--- config.mk ---
export PLATFORM = sky130hd
export DESIGN_NAME = mem_arbiter
export DESIGN_NICKNAME = d
export VERILOG_FILES = /design/src/rtl/mem_arbiter_pkg.sv /design/src/rtl/mem_arbiter.sv
export SDC_FILE = /design/constraint.sdc
export NUM_CORES = 1
export LEC_CHECK = 0
export CAP_MARGIN = 5
export CORE_AREA = 2 2 199 201
export CTS_CLUSTER_DIAMETER = 80
export DETAILED_ROUTE_END_ITERATION = 16
export DIE_AREA = 0 0 201 203
export PLACE_DENSITY = 0.45
export SKIP_LAST_GASP = 1
export SLEW_MARGIN = 20
export SYNTH_ARGS = -nofsm -noshare
export SYNTH_HDL_FRONTEND = slang
export SYNTH_SLANG_ARGS = --single-unit
--- constraint.sdc ---
create_clock -name clk -period 2.3 [get_ports clk]
set_input_delay 0.46 -clock clk [delete_from_list [all_inputs] [get_ports clk]]
set_output_delay 0.46 -clock clk [all_outputs]
set_load 0.02 [all_outputs]
--- src/rtl/mem_arbiter_pkg.sv ---
// Purpose: shared bus types and arbiter state encoding for the instruction/data/memory ports.
// Latency: n/a (types, constants and a pure helper function only).
// Backpressure: n/a; each bus uses its own valid/addr_ok/data_ok handshake.
package mem_arbiter_pkg;

    // Instruction fetches are always 32-bit reads.
    localparam logic [2:0] IBUS_SIZE = 3'b010;

    typedef struct packed {
        logic        valid;
        logic [63:0] addr;
    } ibus_req_t;

    typedef struct packed {
        logic        addr_ok;
        logic        data_ok;
        logic [31:0] data;
    } ibus_resp_t;

    typedef struct packed {
        logic        valid;
        logic [63:0] addr;
        logic [2:0]  size;
        logic [7:0]  strobe;
        logic [63:0] data;
    } dbus_req_t;

    typedef struct packed {
        logic        addr_ok;
        logic        data_ok;
        logic [63:0] data;
    } dbus_resp_t;

    typedef struct packed {
        logic        valid;
        logic        is_write;
        logic [63:0] addr;
        logic [2:0]  size;
        logic [7:0]  strobe;
        logic [63:0] data;
    } mem_req_t;

    typedef struct packed {
        logic        addr_ok;
        logic        data_ok;
        logic [63:0] data;
    } mem_resp_t;

    typedef enum logic [1:0] {
        ARB_IDLE    = 2'd0,
        ARB_GRANT_I = 2'd1,
        ARB_GRANT_D = 2'd2
    } arb_state_t;

    // Pick the 32-bit word of a 64-bit beat addressed by addr[2].
    function automatic logic [31:0] word_select(input logic [63:0] beat, input logic upper);
        return upper ? beat[63:32] : beat[31:0];
    endfunction

endpackage

--- src/rtl/mem_arbiter.sv ---
// Purpose: share one single-beat memory port between the instruction and data buses, data first, bounded instruction starvation.
// Latency: grant visible one cycle after a request is seen in IDLE; responses pass through combinationally.
// Backpressure: one transaction in flight; the loser simply holds valid until it is granted and sees data_ok.
module mem_arbiter
    import mem_arbiter_pkg::*;
#(
    parameter int STARVE_MAX = 4
) (
    input  logic       clk,
    input  logic       reset,
    input  ibus_req_t  ireq,
    output ibus_resp_t iresp,
    input  dbus_req_t  dreq,
    output dbus_resp_t dresp,
    output mem_req_t   mreq,
    input  mem_resp_t  mresp
);

    localparam int             CNT_W   = $clog2(STARVE_MAX + 1);
    localparam logic [CNT_W-1:0] CNT_MAX = CNT_W'(STARVE_MAX);

    arb_state_t       state_q;
    arb_state_t       state_d;
    logic [CNT_W-1:0] starve_cnt;
    logic [CNT_W-1:0] starve_cnt_d;
    logic             gnt_i;
    logic             gnt_d;

    // State and starvation counter registers; reset abandons any grant in flight.
    always_ff @(posedge clk) begin
        if (reset) begin
            state_q    <= ARB_IDLE;
            starve_cnt <= '0;
        end else begin
            state_q    <= state_d;
            starve_cnt <= starve_cnt_d;
        end
    end

    // Priority selection: data wins unless the instruction side has waited STARVE_MAX data grants.
    always_comb begin
        state_d      = state_q;
        starve_cnt_d = starve_cnt;
        unique case (state_q)
            ARB_IDLE: begin
                if (dreq.valid && !(ireq.valid && (starve_cnt == CNT_MAX))) begin
                    state_d = ARB_GRANT_D;
                    // Only count data grants that actually made an instruction fetch wait.
                    if (ireq.valid && (starve_cnt != CNT_MAX)) begin
                        starve_cnt_d = starve_cnt + CNT_W'(1);
                    end
                end else if (ireq.valid) begin
                    state_d      = ARB_GRANT_I;
                    starve_cnt_d = '0;
                end
            end
            ARB_GRANT_I, ARB_GRANT_D: begin
                // A data_ok seen in IDLE falls through the default hold above and is ignored.
                if (mresp.data_ok) begin
                    state_d = ARB_IDLE;
                end
            end
            default: begin
                state_d = ARB_IDLE;
            end
        endcase
    end

    // Grants are masked during reset so an aborted transaction can never leak a response.
    assign gnt_i = (state_q == ARB_GRANT_I) && !reset;
    assign gnt_d = (state_q == ARB_GRANT_D) && !reset;

    // Memory request mux and response routing; the idle/non-granted side sees all zeros.
    always_comb begin
        mreq  = '0;
        iresp = '0;
        dresp = '0;
        if (gnt_i) begin
            mreq.valid     = 1'b1;
            mreq.is_write  = 1'b0;
            mreq.addr      = ireq.addr;
            mreq.size      = IBUS_SIZE;
            mreq.strobe    = '0;
            mreq.data      = '0;
            iresp.addr_ok  = mresp.addr_ok;
            iresp.data_ok  = mresp.data_ok;
            iresp.data     = word_select(mresp.data, ireq.addr[2]);
        end else if (gnt_d) begin
            mreq.valid     = 1'b1;
            mreq.is_write  = (dreq.strobe != 8'h00);
            mreq.addr      = dreq.addr;
            mreq.size      = dreq.size;
            mreq.strobe    = dreq.strobe;
            mreq.data      = dreq.data;
            dresp.addr_ok  = mresp.addr_ok;
            dresp.data_ok  = mresp.data_ok;
            dresp.data     = mresp.data;
        end
    end

endmodule

==> flow_metrics.tcl <==
set metrics [dict create \
    die_w_um 201 \
    cts_tree "yes" \
    timing.rr.end "state_q[0]" \
    synth_edf_count 0 \
    postSynthCellCount 353 \
    final_common_cell "clkdlybuf4s50_1" \
    fin_skew_ns 0.00289 \
    multi_input_area_sq_um 2340 \
    cellPowerDensity_nw_per_um2 221 \
    dp_hpwl_um 18300 \
    antenna_left 0 \
    ys_warn_count 0 \
    crit_top_cell "buf_6" \
    synth-compound-area-share 0.250 \
    period_share 1.08 \
    hold_violations 0 \
    syn_nets 631 \
    hold_class "flip-flop to flip-flop" \
    grt_max_degree 33 \
    ir_drop_mv 0.142 \
    grt_usage 0.0998 \
    final_cell_mix "270 x clkdlybuf4s50_1, 153 x buf_6, 83 x and2_1, 63 x a22o_1, 60 x and2_4" \
    rows 72 \
    port_buffers 513 \
    fin_crit_ns 2.47 \
    setup_ws_ns -0.174 \
    power_leakage_nw 4.26 \
    slew_violations 0 \
    dp_slack_ns -0.578 \
    synth_cell_type_count 28 \
    path_clk_slew_ns 0.03 \
    critPathCapture "mreq[91]" \
    tightest_slew_ns 0.296 \
    wirelength_um 23100 \
    seqCellArea_sq_um 105 \
    finalNetCount 1193 \
    synthFlopType "dfxtp_1" \
    gr-usage-met2 0.190 \
    reg2reg_slack_ns 0.87 \
    netlist_area_sq_um 2490 \
    synth_simple_gate_area_frac 0.459 \
    start_kind "flip-flop" \
    critPathRequiredTime_ns 1.84 \
    rsz0062_at_grt "true" \
    cp-end-kind "output pin" \
    worstSetupStartpoint "state_q[1]" \
    grt_pass1_vias 4908 \
    stdcell_count 1433 \
    ios 514 \
    crit_arrival_ns 2.01 \
    vias_per_cell 3.41 \
    hold_ws_ns 0.467 \
    synth_top_family_by_area "simple AND/OR/NAND/NOR gates" \
    overflow 0 \
    num_vias 4889 \
    grt_pass1_wl_um 31400 \
    drt-initial-drc-count 138 \
    rr_worst_depth 6 \
    synth_mux_area_frac 0.128 \
    synth_fa_ha_area_frac 0.0251 \
    setup_viol_count_final 112 \
    critPathMaxStageDelay_ns 0.34 \
    slew_headroom 0.797 \
    synth_xor_area_frac 0 \
    start_util 0.0649 \
    gp_congestion 0.907 \
    grtUsageMet3 0.0157 \
    ys_seq_area_frac 0.0401 \
    die_area_sq_um 40800 \
    fmax_ghz 0.404 \
    slowest_stage "dfxtp_4" \
    core_sq_um 38500 \
    root_buffer "clkbuf_16" \
    syn_avg_cell_area_sq_um 7.07 \
    async_reset_ff_frac 0 \
    layout-drive-gt1-share 0.395 \
    status "finished with violations" \
    dpl.cell_count 1391 \
    maxCapViolations 0 \
    die_y_um 203 \
    cts_sinks 5 \
    power_mw 2.06 \
    area_growth_pct 273 \
    failed_checks "setup timing" \
    worstSetupPathType "flip-flop to output pin" \
    cts.htree.levels 1 \
    clkLatencyLatePin_ns 0.23 \
    ys_ff_latch 5 \
    cp_cell_sequence "buf_6 -> ha_4 -> nor3b_4 -> buf_6 -> buf_12 -> buf_12 -> buf_8 -> buf_6 -> buf_6 -> a22o_1 -> buf_6" \
    grt_use_met1 0.120 \
    grt_antenna_before_repair 1 \
    clockBufferDepth 2 \
    numCtsBuffers 3 \
    dr.pass1.iters 4 \
    num-fill-cells 4250 \
    busiest_layer "met2" \
    r2r_start "state_q[0]" \
    wl_per_cell_um 16.1 \
    critical_path.max_fanout 4 \
    drc 0 \
]
-- stage by stage --
step | setup TNS, ns | utilization | instance area, sq um
global route | -14.52 | 0.242 | 9300
global placement | -117.90 | 0.222 | 8540
detailed placement | -117.78 | 0.222 | 8540
CTS | -27.08 | 0.233 | 8960
floorplan | 0 | - | 2490
finish | -7.39 | 0.242 | 9300
-- synthesized netlist by cell type, drive strengths merged (4+ instances only) --
| cell type | number | area share |
|---|---|---|
| nand2 | 4 | 0.0060 |
| a22o | 64 | 0.22 |
| and2 | 143 | 0.36 |
| nor2 | 34 | 0.051 |
| ha | 5 | 0.025 |
| inv | 4 | 0.0060 |
| buf | 19 | 0.059 |
| a21oi | 5 | 0.010 |
| dfxtp | 5 | 0.040 |
| clkbuf | 18 | 0.032 |
| mux2i | 32 | 0.13 |
-- worst min-delay path by stage --
stage	depth (start not counted)	end	start	slack, ns
after floorplan	2	starve_cnt[1]	starve_cnt[1]	0.45
after global placement	2	starve_cnt[0]	starve_cnt[0]	0.47
after detailed placement	2	starve_cnt[1]	starve_cnt[1]	0.47
after CTS	2	starve_cnt[1]	starve_cnt[1]	0.47
after global routing	2	starve_cnt[1]	starve_cnt[1]	0.51
final	2	starve_cnt[1]	starve_cnt[1]	0.47
-- power breakdown --
group | switching [mW] | internal (mW)
registers | 0.00496 | 0.0927
clock network | 0.0589 | 0.230
logic | 0.662 | 1.01
-- cell type report --
cell class / count / area share
Timing Repair Buffer: 594 / 0.657
Multi-Input combinational cell: 307 / 0.252
Tap cell: 518 / 0.0697
Sequential cell: 5 / 0.0113
Clock buffer: 4 / 0.00848
Inverter: 4 / 0.00161
Antenna cell: 1 / 0.000269
-- worst max-delay path: cells and delay by family (launching register included) --
| family | cells | cell delay, ns |
|---|---|---|
| DFF | 1 | 0.34 |
| and+or+nand+nor | 1 | 0.15 |
| AOI/OAI and AO/OA | 1 | 0.20 |
| adders and majority gates | 1 | 0.14 |
| buffers and inverters | 8 | 0.93 |
-- repair_timing --
item	CTS	global route
cloned	7	5
pin swaps	5	28
setup buffers	24	10
setup endpoints to repair	239	198
hold buffers	0	0
gates resized for setup	955	288
-- metal layers --
metal / vias to the layer above / share of wire
met5: - / 0
met4: 0 / 0.012
met3: 21 / 0.073
met2: 299 / 0.52
met1: 2219 / 0.40
li1: 2350 / -
-- flip-flops by register name, summed over array words and instances (netlist names) --
signal / flops
starve_cnt: 3
state_q: 2
-- cells by family (layout without fill, tap and decap cells) --
group	Yosys count	count (layout)
simple gates	195	195
compound gates	75	75
buf+inv	41	602
mux	32	32
fa+ha+maj	5	5
flops	5	5
other cells	0	1
No activity file was read; power rests on OpenSTA's default activity.
